==> src/rtl/bcd_display_mux_if.sv <==
// ---------------------------------------------------------------------------
// bcd_display_mux_if
// Bundle of the data-path signals of bcd_display_mux. Clock and reset stay
// plain ports on the module.
//   tick_i      scan strobe, one-cycle pulse
//   digits_i    four packed BCD digits, [3:0] = digit 0
//   dp_i        decimal point request, bit n = digit n
//   lz_blank_i  blank digit 3 when it is zero
//   seg_o       segments g..a, active-high
//   dp_o        decimal point segment
//   digit_sel_o one-hot (or zero) digit enable
//   frame_o     one-cycle pulse when a frame starts at digit 0
// master: drives the inputs (system side); slave: the display mux itself.
// ---------------------------------------------------------------------------
interface bcd_display_mux_if;
  logic        tick_i;
  logic [15:0] digits_i;
  logic [3:0]  dp_i;
  logic        lz_blank_i;
  logic [6:0]  seg_o;
  logic        dp_o;
  logic [3:0]  digit_sel_o;
  logic        frame_o;

  modport master (
    output tick_i, digits_i, dp_i, lz_blank_i,
    input  seg_o, dp_o, digit_sel_o, frame_o
  );

  modport slave (
    input  tick_i, digits_i, dp_i, lz_blank_i,
    output seg_o, dp_o, digit_sel_o, frame_o
  );
endinterface

==> src/rtl/bcd_display_mux.sv <==
// ---------------------------------------------------------------------------
// bcd_display_mux
// Time-multiplexed driver for a four-digit 7-segment display. Each digit is
// lit for DWELL_TICKS scan strobes, followed by GAP_TICKS strobes with every
// output dark, so two digits are never driven on adjacent cycles. The input
// digits, decimal points and blanking flag are snapshotted once per frame,
// on the edge that wraps the scan back to digit 0, so a frame never tears.
// All outputs are registered.
// Ports:
//   clk_i  system clock
//   rst_i  synchronous active-high reset
//   bus    bcd_display_mux_if.slave (tick, digits, dp, blanking in;
//          segments, dp, digit select, frame pulse out)
//
// state | meaning
// ------+-----------------------------------------------------------
// SHOW  | digit at idx_q is driven, counting DWELL_TICKS strobes
// GAP   | all outputs dark, counting GAP_TICKS strobes
// ---------------------------------------------------------------------------
module bcd_display_mux #(
  parameter int unsigned DWELL_TICKS = 4,
  parameter int unsigned GAP_TICKS   = 1
) (
  input logic               clk_i,
  input logic               rst_i,
  bcd_display_mux_if.slave  bus
);

  typedef enum logic {ST_SHOW, ST_GAP} state_t;

  localparam logic [7:0] DWELL_LAST = 8'(DWELL_TICKS - 1);
  localparam logic [7:0] GAP_LAST   = 8'(GAP_TICKS - 1);

  state_t      state_q, state_d;
  logic [7:0]  cnt_q, cnt_d;
  logic [1:0]  idx_q, idx_d;
  logic [15:0] dig_sh_q, dig_sh_d;
  logic [3:0]  dp_sh_q, dp_sh_d;
  logic        lz_sh_q, lz_sh_d;
  logic [6:0]  seg_q, seg_d;
  logic        dpo_q, dpo_d;
  logic [3:0]  sel_q, sel_d;
  logic        frame_q, frame_d;

  logic [1:0]  idx_nxt;
  logic        wrap;
  logic [15:0] dig_src;
  logic [3:0]  dp_src;
  logic        lz_src;
  logic [3:0]  nib;

  function automatic logic [6:0] decode(input logic [3:0] val);
    logic [6:0] s;
    case (val)
      4'd0:    s = 7'h3F;
      4'd1:    s = 7'h06;
      4'd2:    s = 7'h5B;
      4'd3:    s = 7'h4F;
      4'd4:    s = 7'h66;
      4'd5:    s = 7'h6D;
      4'd6:    s = 7'h7D;
      4'd7:    s = 7'h07;
      4'd8:    s = 7'h7F;
      4'd9:    s = 7'h6F;
      default: s = 7'h40;  // non-BCD nibble shows a dash
    endcase
    return s;
  endfunction

  always_comb begin
    state_d  = state_q;
    cnt_d    = cnt_q;
    idx_d    = idx_q;
    dig_sh_d = dig_sh_q;
    dp_sh_d  = dp_sh_q;
    lz_sh_d  = lz_sh_q;
    seg_d    = seg_q;
    dpo_d    = dpo_q;
    sel_d    = sel_q;
    frame_d  = 1'b0;  // pulse lasts one cycle regardless of tick

    // Leaving GAP selects idx_q+1. On the wrap to digit 0 the snapshot is
    // taken on the same edge, so digit 0 must decode straight from the inputs.
    idx_nxt = idx_q + 2'd1;
    wrap    = (idx_nxt == 2'd0);
    dig_src = wrap ? bus.digits_i   : dig_sh_q;
    dp_src  = wrap ? bus.dp_i       : dp_sh_q;
    lz_src  = wrap ? bus.lz_blank_i : lz_sh_q;
    nib     = dig_src[{idx_nxt, 2'b00} +: 4];

    if (bus.tick_i) begin
      case (state_q)
        ST_SHOW: begin
          if (cnt_q == DWELL_LAST) begin
            state_d = ST_GAP;
            cnt_d   = 8'd0;
            seg_d   = 7'h00;
            dpo_d   = 1'b0;
            sel_d   = 4'b0000;
          end else begin
            cnt_d = cnt_q + 8'd1;
          end
        end
        ST_GAP: begin
          if (cnt_q == GAP_LAST) begin
            state_d = ST_SHOW;
            cnt_d   = 8'd0;
            idx_d   = idx_nxt;
            if (wrap) begin
              dig_sh_d = bus.digits_i;
              dp_sh_d  = bus.dp_i;
              lz_sh_d  = bus.lz_blank_i;
              frame_d  = 1'b1;
            end
            // Leading-zero blanking applies to the hours-tens digit only.
            if (idx_nxt == 2'd3 && lz_src && nib == 4'd0)
              seg_d = 7'h00;
            else
              seg_d = decode(nib);
            dpo_d = dp_src[idx_nxt];
            sel_d = 4'b0001 << idx_nxt;
          end else begin
            cnt_d = cnt_q + 8'd1;
          end
        end
        default: begin
          state_d = ST_GAP;
          cnt_d   = 8'd0;
          seg_d   = 7'h00;
          dpo_d   = 1'b0;
          sel_d   = 4'b0000;
        end
      endcase
    end
  end

  always_ff @(posedge clk_i) begin
    if (rst_i) begin
      // Index parks at 3 so the first completed GAP wraps to digit 0.
      state_q  <= ST_GAP;
      cnt_q    <= 8'd0;
      idx_q    <= 2'd3;
      dig_sh_q <= 16'h0000;
      dp_sh_q  <= 4'h0;
      lz_sh_q  <= 1'b0;
      seg_q    <= 7'h00;
      dpo_q    <= 1'b0;
      sel_q    <= 4'b0000;
      frame_q  <= 1'b0;
    end else begin
      state_q  <= state_d;
      cnt_q    <= cnt_d;
      idx_q    <= idx_d;
      dig_sh_q <= dig_sh_d;
      dp_sh_q  <= dp_sh_d;
      lz_sh_q  <= lz_sh_d;
      seg_q    <= seg_d;
      dpo_q    <= dpo_d;
      sel_q    <= sel_d;
      frame_q  <= frame_d;
    end
  end

  assign bus.seg_o       = seg_q;
  assign bus.dp_o        = dpo_q;
  assign bus.digit_sel_o = sel_q;
  assign bus.frame_o     = frame_q;

endmodule

==> src/flat_wrapper.sv <==
// flat-port wrapper written by rule: the top's interface ports become plain ports
module bcd_display_mux_flat 
#(
  parameter int unsigned DWELL_TICKS = 4,
  parameter int unsigned GAP_TICKS   = 1
)
  (clk_i, rst_i, bus_tick_i, bus_digits_i, bus_dp_i, bus_lz_blank_i, bus_seg_o, bus_dp_o, bus_digit_sel_o, bus_frame_o);
  bcd_display_mux_if bus_i ();
  input logic clk_i;
  input logic rst_i;
  input wire logic [$bits(bus_i.tick_i)-1:0] bus_tick_i;
  input wire logic [$bits(bus_i.digits_i)-1:0] bus_digits_i;
  input wire logic [$bits(bus_i.dp_i)-1:0] bus_dp_i;
  input wire logic [$bits(bus_i.lz_blank_i)-1:0] bus_lz_blank_i;
  output wire logic [$bits(bus_i.seg_o)-1:0] bus_seg_o;
  output wire logic [$bits(bus_i.dp_o)-1:0] bus_dp_o;
  output wire logic [$bits(bus_i.digit_sel_o)-1:0] bus_digit_sel_o;
  output wire logic [$bits(bus_i.frame_o)-1:0] bus_frame_o;
  assign bus_i.tick_i = bus_tick_i;
  assign bus_i.digits_i = bus_digits_i;
  assign bus_i.dp_i = bus_dp_i;
  assign bus_i.lz_blank_i = bus_lz_blank_i;
  assign bus_seg_o = bus_i.seg_o;
  assign bus_dp_o = bus_i.dp_o;
  assign bus_digit_sel_o = bus_i.digit_sel_o;
  assign bus_frame_o = bus_i.frame_o;
  bcd_display_mux #(.DWELL_TICKS(DWELL_TICKS), .GAP_TICKS(GAP_TICKS)) u_core (.clk_i(clk_i), .rst_i(rst_i), .bus(bus_i));
endmodule
==> config.mk <==
export PLATFORM = sky130hd
export DESIGN_NAME = bcd_display_mux_flat
export DESIGN_NICKNAME = d
export VERILOG_FILES = /design/src/rtl/bcd_display_mux_if.sv /design/src/rtl/bcd_display_mux.sv /design/src/flat_wrapper.sv
export SDC_FILE = /design/constraint.sdc
export NUM_CORES = 1
export LEC_CHECK = 0
export CAP_MARGIN = 20
export CORE_MARGIN = 2
export CORE_UTILIZATION = 30
export CTS_CLUSTER_SIZE = 30
export DETAILED_ROUTE_END_ITERATION = 16
export GPL_TIMING_DRIVEN = 0
export PLACE_DENSITY = 0.58
export RECOVER_POWER = 100
export SYNTH_ARGS = -nofsm -noshare
export SYNTH_HDL_FRONTEND = slang
export SYNTH_SLANG_ARGS = --single-unit
==> constraint.sdc <==
create_clock -name clk_i -period 5.69 [get_ports clk_i]
set_input_delay 1.707 -clock clk_i [delete_from_list [all_inputs] [get_ports clk_i]]
set_output_delay 1.707 -clock clk_i [all_outputs]
set_load 0.005 [all_outputs]
==> flow_summary.ini, run 1 <==
[sta]
maxSlewHeadroom_pct = 24.1
clock_skew_ns = 0.0119
worst_pin_slew_ns = 1.13
timing.final.crit_share_pct = 74.9
timing.fmax_ghz = 0.235
setup_tns_ns = 0
maxSlewViolCount = 0
rsz0062_at_grt = false
final-hold-violation-count = 0
finalSetupViolCount = 0
period_minus_slack_ns = 4.26

[layout]
n_antenna_cell = 0
drive_above_1_share_pct = 8.54
fillers = 751
utilization_pct = 38.4
num-nets-final = 315
areaGrowthSynthToFinish_pct = 25.0

[routing]
vias = 1817
drt-vias-per-instance = 4.78
drc = 0
drt-total-wl_um = 5060
drtIter0Drc = 66
routedWlPerCell_um = 13.3
drt_first_pass_iters = 4
final_antenna_net_count = 0

[worst_setup_path]
cp_slowest_cell = nor3_1
cp-start-kind = primary input
critPathCaptureType = flip-flop
path_buf_inv = 1
critPathMaxStageDelay_ns = 0.87
critPathKind = primary input to flip-flop
worstPathArrival_ns = 4.51
path_max_fanout = 9
crit_chain = dlygate4sd3_1 > or3b_1 > nor3_1 > nand2_1 > a21oi_1 > a22o_1
required_ns = 5.94
cpLargestDelayFamily = simple AND/OR/NAND/NOR gates

[clock_tree]
clock_path_buffers = 2
hold_buffers = 0
numCtsBuffers = 5
cts_resized = 0
cts_root_buffer = clkbuf_8
clk_pin_slew_worst_paths_ns = 0.09
clock_latency_ns = 0.30
cts.sinks = 45
cts_tree = built
post_cts_buffers = 0
htree_levels = 2

[power]
power.density_mw_per_mm2 = 326
ir_drop_uv = 124
power.leakage_uw = 0.00108

[job]
maxCapViolations = 0

[placed_design]
post-dp-hpwl_um = 3750
place.gp.congestion = 0.793
io_buffers = 35

[floorplan]
die_w_um = 89.9
dieArea_sq_mm = 0.00808
floorplan.initialDensity_pct = 30.7
num_rows = 31
die_y_um = 89.9
design.core.area_sq_mm = 0.00721
io-pin-count = 37

[logic_synthesis]
synthAdderAreaFrac_pct = 6.22
synthTopCellsByArea = dfxtp_1 41%, mux4_2 10%, ha_1 6.2%
synth_compound_area_share_pct = 13.3
synthXorXnorAreaFrac_pct = 3.17
synth_area_sq_mm = 0.00221
synth-seq-cells = 45
synthSimpleGateAreaFrac_pct = 18.5
async_reset_ff_share_pct = 0
synthCells = 238
synth_top_area_share_pct = 40.7
ys_warn_count = 0
synth_edf_count = 0
synth_top_flop_cell = dfxtp_1
synth_top_area_cell = dfxtp_1
ys_seq_area_share_pct = 40.7
synth_top_family_by_area = simple AND/OR/NAND/NOR gates
syn-num-nets = 273
synth.mux.area_fraction_pct = 14.0
syn_area_per_cell_sq_um = 9.30
synth.distinct_cells = 34

[grt]
overflow = 0
grt_max_degree = 15
grt_pass1_vias = 1814
track_usage_pct = 12.9
grt_first_pass_wirelength_um = 8580
antenna_found_initial = 0

[min_path]
worstHoldPathType = flip-flop to flip-flop

[outcome]
status = finished, final reports clean
## tightest hold or removal path: stages (launching register included)
cell and delay [ns]:
dfxtp_1 0.32, nand2_1 0.05, a21oi_1 0.05
## metal layers
metal  GRT usage, %  vias to the layer above  wire [um]
li1               -                      923          -
met1           16.9                      849       2480
met2           20.6                       38       2240
met3           3.35                        7        235
met4           4.87                        0         95
met5              0                        -          0
## logic make-up after synthesis
| group | count (synthesis) |
|---|---|
| AND/OR/NAND/NOR | 86 |
| AO/OA/AOI/OAI | 48 |
| flip-flops | 45 |
| buffers and inverters | 22 |
| multiplexers | 18 |
| adder cells (fa/ha/maj) | 11 |
| XOR/XNOR | 8 |
## sequential cells by signal (all words and copies together), names as in the netlist
signal	count
u_core.dp_sh_q	4
u_core.bus.digit_sel_o	4
u_core.state_q	1
u_core.lz_sh_q	1
u_core.bus.frame_o	1
u_core.cnt_q	8
u_core.dig_sh_q	16
u_core.bus.seg_o	7
u_core.idx_q	2
u_core.bus.dp_o	1
## layout by cell type, fill, tap and decap left out, drive strengths merged, types with 4 or more instances in the layout
cell type,netlist,routed
dfxtp,45,45
nand2,36,36
a21oi,26,26
nand3,24,24
clkdlybuf4s50,0,21
clkbuf,12,18
dlygate4sd3,0,14
ha,11,11
mux4,10,10
nor2,10,10
o21ai,9,9
inv,8,8
a22o,8,8
mux2i,5,5
xor2,5,5
and2,4,4
## stage by stage
stage               hold WS [ns]  total power [uW]  area [sq um]  instances  setup slack (ns)
floorplan                  0.433               602          2210        238              2.30
global placement           0.439               707          2690        372              1.62
detailed placement         0.447               713          2690        372              1.61
CTS                        0.459               924          2780        380              1.92
global route               0.484               966          2770        380              1.18
finish                     0.457               901          2770        380              1.43
## layout make-up
cell class	instances	area (sq um)	area share [%]
timing repair buffer	35	350	12.7
sequential	45	901	32.5
tap	99	124	4.48
multi-input combinational	171	1200	43.5
clock inverter	2	13.8	0.497
clock buffer	6	82.6	2.98
buffer	14	61.3	2.22
inverter	8	30.0	1.08
## path summary, 6_finish.rpt
path / from / end / slack (ns) / cells after the start
worst max-delay path: bus_tick_i / u_core.bus.seg_o[0] / 1.43 / 6
worst min-delay path: u_core.dig_sh_q[3] / u_core.dig_sh_q[3] / 0.46 / 2
worst max register to register: u_core.idx_q[0] / u_core.bus.seg_o[0] / 2.40 / 10
worst min register to register: u_core.dig_sh_q[3] / u_core.dig_sh_q[3] / 0.46 / 2
## Yosys cell counts (3+ instances only)
library cell / count
clkbuf_1: 12
xnor2_1: 3
inv_1: 8
mux4_2: 10
mux2i_1: 5
dfxtp_1: 45
o21ai_1: 4
mux2_2: 3
nor2_1: 10
a21oi_1: 25
ha_1: 11
o21ai_0: 5
a22o_1: 8
nand2_1: 36
xor2_1: 5
and2_1: 4
nand3_1: 24
## where the power goes
group | internal (uW) | total (uW) | switching, uW
logic | 151 | 321 | 170
clock network | 98.6 | 210 | 112
registers | 350 | 370 | 19.9
total | 600 | 901 | 302
No activity file was read; power rests on OpenSTA's default activity.
==> run 2, diff against run 1 <==
clock period = 4.2 ns   (was 5.69 ns; I/O delays follow)
==> run 2 against run 1 <==
Net effect: register-to-register slack worse by 1.6 ns; via count is 0.33% lower; clock-buffer cell count stayed put; worst setup slack worse by 0.64 ns; largest power group unchanged.
==> flow_summary.ini, run 2 (synthesis results as in run 1) <==
[outcome]
status = finished, final reports clean

[power]
p_comb_share_pct = 36.0
pwr-share-seq_pct = 40.8
netSwitchingPower_uw = 414
power.density_mw_per_mm2 = 441
internal_power_uw = 814
switching_share_pct = 33.7
ir_drop_uv = 169
power.leakage_uw = 0.00108
pwr-share-clk_pct = 23.2

[layout]
final_cell_mix = 45 x dfxtp_1, 36 x nand2_1, 25 x a21oi_1
areaGrowthSynthToFinish_pct = 25.8
n_antenna_cell = 0
num-nets-final = 315
drive_above_1_share_pct = 9.25
top_register = u_core.dig_sh_q
final_common_cell = dfxtp_1
fin_area_sq_mm = 0.00278
final_cells = 380
largest_reg_flops = 16

[clock_tree]
cts.sinks = 45
cts_resized = 0
htree_levels = 2
clk_pin_slew_worst_paths_ns = 0.08
cts_tree = built
clock_latency_ns = 0.30
hold_buffers = 0
clock_path_buffers = 2
numCtsBuffers = 5
post_cts_buffers = 0
cts_root_buffer = clkbuf_8

[sta]
maxSlewViolCount = 0
timing.final.crit_share_pct = 81.2
clock_skew_ns = 0.0121
hold_ws_ns = 0.453
setup_tns_ns = 0
finalSetupViolCount = 0
rsz0062_at_grt = false
final-hold-violation-count = 0
worst_pin_slew_ns = 0.803
maxSlewHeadroom_pct = 46.0
period_minus_slack_ns = 3.41
timing.fmax_ghz = 0.293

[worst_setup_path]
timing.rr.start = u_core.idx_q[0]
required_ns = 4.42
cp-start-kind = primary input
r2r_slack_ns = 0.80
critPathKind = primary input to flip-flop
worstPathArrival_ns = 3.63
r2r.worst_path.cells = 10
r2r_end = u_core.bus.seg_o[0]
critPathCaptureType = flip-flop
path_max_fanout = 10

[grt]
antenna_found_initial = 0
track_usage_pct = 12.9
grt_pass1_vias = 1814
grt_max_degree = 15
grt_first_pass_wirelength_um = 8580
overflow = 0

[min_path]
worst_hold_path.num_cells = 2
min_to = u_core.bus.seg_o[6]
worstHoldStart = u_core.bus.seg_o[6]
worstHoldPathType = flip-flop to flip-flop

[placed_design]
place.gp.congestion = 0.793
placed_area_sq_mm = 0.00269
dp_cells = 372
post-dp-hpwl_um = 3750
io_buffers = 35

[floorplan]
die_w_um = 89.9
io-pin-count = 37
design.core.area_sq_mm = 0.00721
num_rows = 31
floorplan.initialDensity_pct = 30.7
dieArea_sq_mm = 0.00808
die_y_um = 89.9

[routing]
drc = 0
drt-total-wl_um = 5070
drt_first_pass_iters = 4
final_antenna_net_count = 0
vias = 1811
drt-vias-per-instance = 4.77
routedWlPerCell_um = 13.3
drtIter0Drc = 62

[job]
maxCapViolations = 0
==> run 2: cell count changes in the layout (fill, tap and decap cells not counted) <==
cell,delta
nor3_1,-1
a21oi_1,-1
a21oi_4,+1
nor3_2,+1
==> run 2: power by group through the flow <==
stage / Clock [uW] / Sequential [uW] / Combinational, uW
2_1_floorplan: 0 / 509 / 306
3_3_place_gp: 0 / 512 / 447
3_5_place_dp: 0 / 513 / 453
4_1_cts: 293 / 503 / 455
5_1_grt: 314 / 508 / 493
6_report: 285 / 502 / 442
==> run 2: routing by layer <==
layer / global-route usage (%) / share of wire, % / up-vias
met2: 20.6 / 44 / 42
met5: 0 / 0 / -
met4: 4.87 / 1.9 / 0
met3: 3.35 / 4.8 / 7
li1: - / - / 923
met1: 16.9 / 49 / 839
==> run 2: area by class of cell <==
| cell class | count | area [sq um] |
|---|---|---|
| Sequential cell | 45 | 901 |
| Buffer | 14 | 61.3 |
| Inverter | 8 | 30.0 |
| Timing Repair Buffer | 35 | 350 |
| Tap cell | 99 | 124 |
| Clock buffer | 6 | 82.6 |
| Clock inverter | 2 | 13.8 |
| Fill cell | 748 | 4430 |
| Multi-Input combinational cell | 171 | 1220 |
==> run 2: worst max-delay path, cell delays in order <==
cell           delay [ns]
dlygate4sd3_1        0.65
or3b_1               0.43
nor3_2               0.53
clkbuf_1             0.46
nand3_1              0.14
a21oi_1              0.16
==> run 2: worst max-delay path by stage <==
stage,startpoint,end,slack (ns),depth (start not counted)
2_1_floorplan,bus_digits_i[9],u_core.bus.seg_o[1],1.26,8
3_3_place_gp,bus_tick_i,u_core.dig_sh_q[5],0.58,7
3_5_place_dp,bus_tick_i,u_core.dp_sh_q[2],0.57,6
4_1_cts,bus_tick_i,u_core.dp_sh_q[2],0.88,6
5_1_grt,u_core.idx_q[0],u_core.bus.seg_o[1],0.53,10
6_report,bus_tick_i,u_core.dp_sh_q[2],0.79,6
==> run 2: through the flow <==
stage,worst slack [ns],utilization (%),power [uW]
global route,0.527,38.6,1320
global placement,0.579,37.3,958
floorplan,1.26,-,815
finish,0.791,38.6,1230
detailed placement,0.569,37.3,967
CTS,0.878,38.6,1250
